<file path="src/rtl/ov7670_pkg.sv">
// Shared OV7670 register map constants and the test-mode updater state encoding.
package ov7670_pkg;

    localparam logic [7:0] OV_REG_COM7  = 8'h12;
    localparam logic [7:0] OV_REG_COM17 = 8'h42;

    localparam int COM7_CBAR  = 1;
    localparam int COM17_CBAR = 3;

    typedef enum logic [2:0] {
        ST_IDLE    = 3'd0,
        ST_ISSUE   = 3'd1,
        ST_WAIT_LO = 3'd2,
        ST_WAIT_HI = 3'd3,
        ST_SETTLE  = 3'd4
    } tm_state_t;

endpackage

</file>
<file path="src/rtl/ov7670_tm_cfg.sv">
// Rewrites the OV7670 colour-bar registers (COM17 then COM7) over SCCB whenever the
// requested test mode differs from the programmed one, then waits a settle delay.
module ov7670_tm_cfg
    import ov7670_pkg::*;
#(
    parameter logic [7:0]  C_COM7_BASE  = 8'h00,
    parameter logic [7:0]  C_COM17_BASE = 8'h00,
    parameter int unsigned C_SETTLE_CYC = 1_600_000,
    parameter int          C_SETTLE_W   = 21
) (
    input  logic       clk,
    input  logic       rst,
    input  logic       test_mode,
    input  logic       init_done,
    input  logic       sccb_ready,
    output logic       sccb_start,
    output logic [7:0] sccb_addr,
    output logic [7:0] sccb_data,
    output logic       busy,
    output logic       test_mode_applied
);

    localparam logic [C_SETTLE_W-1:0] SETTLE_LOAD = C_SETTLE_W'(C_SETTLE_CYC - 1);

    tm_state_t             state;
    logic                  idx;
    logic                  target;
    logic [C_SETTLE_W-1:0] settle_cnt;

    always_ff @(posedge clk or negedge rst) begin
        if (!rst) begin
            state             <= ST_IDLE;
            idx               <= 1'b0;
            target            <= 1'b0;
            settle_cnt        <= '0;
            sccb_start        <= 1'b0;
            sccb_addr         <= 8'h00;
            sccb_data         <= 8'h00;
            busy              <= 1'b0;
            test_mode_applied <= 1'b0;
        end else begin
            sccb_start <= 1'b0;
            unique case (state)
                ST_IDLE: begin
                    // test_mode is only sampled here, so mid-sequence changes wait their turn
                    if (init_done && (test_mode != test_mode_applied)) begin
                        target <= test_mode;
                        idx    <= 1'b0;
                        busy   <= 1'b1;
                        state  <= ST_ISSUE;
                    end
                end
                ST_ISSUE: begin
                    if (sccb_ready) begin
                        sccb_start <= 1'b1;
                        if (!idx) begin
                            sccb_addr <= OV_REG_COM17;
                            sccb_data <= C_COM17_BASE | (8'(target) << COM17_CBAR);
                        end else begin
                            sccb_addr <= OV_REG_COM7;
                            sccb_data <= C_COM7_BASE | (8'(target) << COM7_CBAR);
                        end
                        state <= ST_WAIT_LO;
                    end
                end
                ST_WAIT_LO: begin
                    if (!sccb_ready) state <= ST_WAIT_HI;
                end
                ST_WAIT_HI: begin
                    if (sccb_ready) begin
                        if (!idx) begin
                            idx   <= 1'b1;
                            state <= ST_ISSUE;
                        end else begin
                            settle_cnt <= SETTLE_LOAD;
                            state      <= ST_SETTLE;
                        end
                    end
                end
                ST_SETTLE: begin
                    if (settle_cnt == '0) begin
                        test_mode_applied <= target;
                        busy              <= 1'b0;
                        state             <= ST_IDLE;
                    end else begin
                        settle_cnt <= settle_cnt - 1'b1;
                    end
                end
                default: state <= ST_IDLE;
            endcase
        end
    end

endmodule

</file>
<file path="config.mk">
export PLATFORM = sky130hd
export DESIGN_NAME = ov7670_tm_cfg
export DESIGN_NICKNAME = d
export VERILOG_FILES = /design/src/rtl/ov7670_pkg.sv /design/src/rtl/ov7670_tm_cfg.sv
export SDC_FILE = /design/constraint.sdc
export NUM_CORES = 1
export LEC_CHECK = 0
export CAP_MARGIN = 0
export CORE_MARGIN = 2
export CORE_UTILIZATION = 35
export CTS_BUF_LIST = sky130_fd_sc_hd__clkbuf_4
export DETAILED_ROUTE_END_ITERATION = 8
export PLACE_DENSITY = 0.59
export SLEW_MARGIN = 25
export SYNTH_ARGS = -nofsm -noshare
export SYNTH_HDL_FRONTEND = slang
export SYNTH_SLANG_ARGS = --single-unit
</file>
<file path="constraint.sdc">
create_clock -name clk -period 3.7 [get_ports clk]
set_input_delay 0.37 -clock clk [delete_from_list [all_inputs] [get_ports clk]]
set_output_delay 0.37 -clock clk [all_outputs]
set_load 0.02 [all_outputs]
</file>
## Yosys cells after proc, flatten, opt, wreduce, memory -nomap -nowiden

Index checks and enable logic that the tools add are counted.

| storage, ports and cells | value |
|---|---|
| bits in registers | 45 |
| bits of input ports | 5 |

| cells by class | value |
|---|---|
| add/sub/neg operators | 1 |
| equal/unequal tests | 12 |
| muxes and demuxes | 21 |
| reduce and logical (&&, ||, !) cells | 13 |

Operators by type and width:

| cell | number |
|---|---|
| 2-to-1 mux 21 bit | 3 |
| one-hot mux 21 bit (2 select lines) | 1 |
| zero test 21 bit | 1 |
| subtractor 21 x 1 -> 21 bit, second input constant | 1 |
| 2-to-1 mux 3 bit | 6 |
| one-hot mux 3 bit (5 select lines) | 1 |
| != test 2 bit, second input constant | 7 |
| 2-to-1 mux 7 bit | 1 |
| == test 3 x 2 -> 1 bit, second input constant | 2 |
| 2-to-1 mux 1 bit | 6 |
| AND reduction 2 bit | 3 |
| AND reduction 3 bit | 2 |
| nonzero test 2 bit | 3 |
| AND reduction 5 bit | 1 |
| 2-to-1 mux 4 bit | 1 |
| one-hot mux 1 bit (2 select lines) | 2 |
| AND reduction 4 bit | 1 |
| == test 3 x 1 -> 1 bit, second input constant | 1 |
| == test 3 bit, second input constant | 1 |
| zero test 3 bit | 1 |
| logical AND 1 bit | 1 |
| != test 1 bit | 1 |

## Longest topological paths before layout

| logic depth | value |
|---|---|
| word-level depth | 4 |
| gate-level depth with buffers | 7 |
| mapped depth without buffers | 6 |

## Worst setup path before layout

Ideal clock, no wire load.

| timing | value |
|---|---|
| path type | flip-flop to flip-flop |
| start point | register settle_cnt[3] |
| end point | register test_mode_applied |
| arrival time | 1869 ps |
| data required time | 3572 ps |
| setup slack | 1704 ps |
| cell stages (with the launch flop) | 8 |
| path buffers | 2 |
| path through | dfrtp_1 nor3_1 and4_1 buf_4 and2_1 buf_2 nand2_1 mux2_1 |

| on the way | value |
|---|---|
| word-level cells in the longest chain between the ends | 2 |

Ends and longest elaborated chain:

| what | RTL line | source |
|---|---|---|
| start: declaration | ov7670_tm_cfg.sv:28 | `logic [C_SETTLE_W-1:0] settle_cnt;` |
| start signal: assignment | ov7670_tm_cfg.sv:86 | `settle_cnt <= settle_cnt - 1'b1;` |
| zero test 21 bit | ov7670_tm_cfg.sv:81 | `if (settle_cnt == '0) begin` |
| AND reduction 2 bit (no line) | -- |  |
| end signal: assignment | ov7670_tm_cfg.sv:82 | `test_mode_applied <= target;` |
| end: declaration | ov7670_tm_cfg.sv:20 | `output logic test_mode_applied` |

Every way passes these cells.
A chain may end at the register's enable or synchronous reset.

## Worst setup path after layout

| timing | value |
|---|---|
| start point | register settle_cnt[9] |
| end point | register test_mode_applied |

Same word-level chain as after synthesis.

==> metrics.yaml <==
status: "finished clean"
cp.required_ns: 3.94
tightest_slew_ns: 0.565
cts-root-buf: "clkbuf_4"
clock_sinks: 34
synth_seq_cells: 34
mostFrequentLayoutCells: "34 x dfrtp_1, 23 x nor2_1, 20 x nand2_1"
hpwl_um: 2350
core_area_um2: 5040
start_util_pct: 35.8
drtAntennaViolNets: 0
ir_drop_mv: 0.260
drc: 0
drt_iter0_drc: 49
die-height_um: 75.8
final_common_cell: "dfrtp_1"
syn_avg_cell_area_um2: 9.87
final_nets: 205
synth.distinct_cells: 38
critPathArrivalTime_ns: 2.56
dieArea_um2: 5750
grt_pass1_vias: 1268
insertion_delay_ns: 0.34
wl_um: 3270
vias: 1304
setup_viol: 0
finalWeightedCongestion: 0.764
wl_met2_um: 1480
cts_resized: 0
cpMaxStageDelayCell: "nor4_1"
antenna_found_initial: 0
cts_hold_buf: 0
finalHoldViolCount: 0
cts_buffer_depth: 2
skew_ns: 0.0134
crit_type: "reg -> reg"
nFillCells: 518
grt-ovfl-total: 0
cts_tree: "done"
synth_top_area_share_pct: 47.1
numPortBuffers: 12
maxSlewViolCount: 0
period_needed_ns: 2.31
post_cts_buffers: 0
yosys-top-cells-area: "dfrtp_1 47%, buf_4 5.0%, nor2_1 4.8%, nand2_1 4.2%, xnor2_1 3.9%"
place_area_um2: 1950
critPathCaptureType: "flop"
fin_total_pwr_w: 0.00122
rsz0062_at_grt: "no"
p_leak_nw: 0.772
min_path_type: "in -> async"
wl_per_cell_um: 12.1
synth_warnings: 0
met3_length_um: 89
grt_pass1_wl_um: 5860
yosysTopAreaCell: "dfrtp_1"
wl_met1_um: 1620
cts_buffers: 5
power_density_nw_per_um2: 606
syn_area_um2: 1810
crit_chain: "nor4_1 -> and4_1 -> and2_1 -> nand2_1 -> mux2_1"
cts_max_level: 2
grt_use_total_pct: 13.7
grt_max_degree: 35
vias_per_cell: 4.85
maxCapViolations: 0
min_period_over_period_pct: 62.5
start_kind: "flop"
setup_tns_ns: 0
clk_pin_slew_ns: 0.11
worst-path-max-fanout: 7
top_layer: "met4"
ys_seq_area_share_pct: 47.1
slowest_delay_ns: 0.54
design_area_um2: 2010
dieWidth_um: 75.8
fmax_mhz: 432
drive_gt1_share_pct: 8.54
syn-instance-count: 183
n_antenna_cell: 0
relSlewSlack_pct: 62.0
core.rowCount: 26
synthToLayoutAreaGrowth_pct: 11.1
io_pins: 24
holdWs_ns: 0.415
firstDrtPassIters: 4
-- area by class of cell --
class	count	area (µm²)	share of cell area [%]
Inverter	4	15.0	0.748
Multi-Input combinational cell	138	858	42.7
Sequential cell	34	851	42.4
Clock buffer	6	45.0	2.24
Clock inverter	2	8.76	0.436
Timing Repair Buffer	15	143	7.10
Tap cell	70	87.6	4.36
-- synth_stat cells, drive strengths merged --
cell and n:
nor4 3, clkbuf 1, nor4b 2, nor3b 3
a211oi 3, dfrtp 34, xnor2 8, and2 2
o21ai 7, nand2b 1, and4 2, a21o 1
ha 2, conb 1, nand3 4, a31oi 3
or3 5, a2111oi 4, mux2 2, nand4b 1
or4 5, buf 16, nor3 7, a211o 1
nand2 20, xor2 2, mux2i 6, inv 4
nor2 23, nand4 4, a21oi 6
-- through the flow --
step / utilization, % / instances / worst slack (ns)
after floorplan: - / 193 / 1.70
after global placement: 38.8 / 261 / 1.48
after detailed placement: 38.8 / 261 / 1.40
after CTS: 39.8 / 269 / 1.39
after global routing: 39.8 / 269 / 1.12
final: 39.8 / 269 / 1.39
-- routing by layer --
layer / GRT usage, % / up-vias
li1: - / 662
met1: 18.0 / 615
met2: 21.1 / 21
met3: 3.57 / 6
met4: 6.43 / 0
met5: 0 / -
-- path summary, 6_finish.rpt --
kind                                            from                             to  slack [ns]  cells past startpoint
max                        settle_cnt[9]$_DFFE_PN0P_  test_mode_applied$_DFFE_PN0P_        1.39                      5
min                                              rst             target$_DFFE_PN0P_        0.42                      2
max reg2reg                settle_cnt[9]$_DFFE_PN0P_  test_mode_applied$_DFFE_PN0P_        1.39                      5
min reg2reg                 sccb_addr[1]$_DFFE_PN0P_       sccb_addr[1]$_DFFE_PN0P_        0.48                      1
max in group asynchronous                        rst     settle_cnt[15]$_DFFE_PN0P_        2.97                      2
min in group clk            sccb_addr[1]$_DFFE_PN0P_       sccb_addr[1]$_DFFE_PN0P_        0.48                      1
-- where the power goes --
part	switching, W	leakage (nW)	internal (W)
clock network	0.000126	0.0331	0.0000787
registers	0.000151	0.383	0.000509
logic	0.000187	0.356	0.000166
total	0.000464	0.772	0.000753
-- sequential cells by signal, summed over array words and instances, names as in the netlist --
| name | flops |
|---|---|
| sccb_data | 2 |
| sccb_start | 1 |
| busy | 1 |
| target | 1 |
| sccb_addr | 3 |
| state | 3 |
| settle_cnt | 21 |
| test_mode_applied | 1 |
| idx | 1 |
-- logic make-up after synthesis --
| logic type | after synthesis | share of synthesized area (%) |
|---|---|---|
| and+or+nand+nor | 82 | 24.0 |
| DFF | 34 | 47.1 |
| AOI/OAI and AO/OA | 25 | 10.5 |
| buffers and inverters | 21 | 7.48 |
| xor gates and xnor gates | 10 | 4.85 |
| muxes | 8 | 4.57 |
| adders and majority gates | 2 | 1.38 |
| other | 1 | 0.208 |
-- critical path, delay by kind of cell (launching register included) --
family	cells	cell delay [ns]
and+or+nand+nor	4	1.46
muxes	1	0.32
DFF	1	0.44
(Power assumes the default switching activity.)
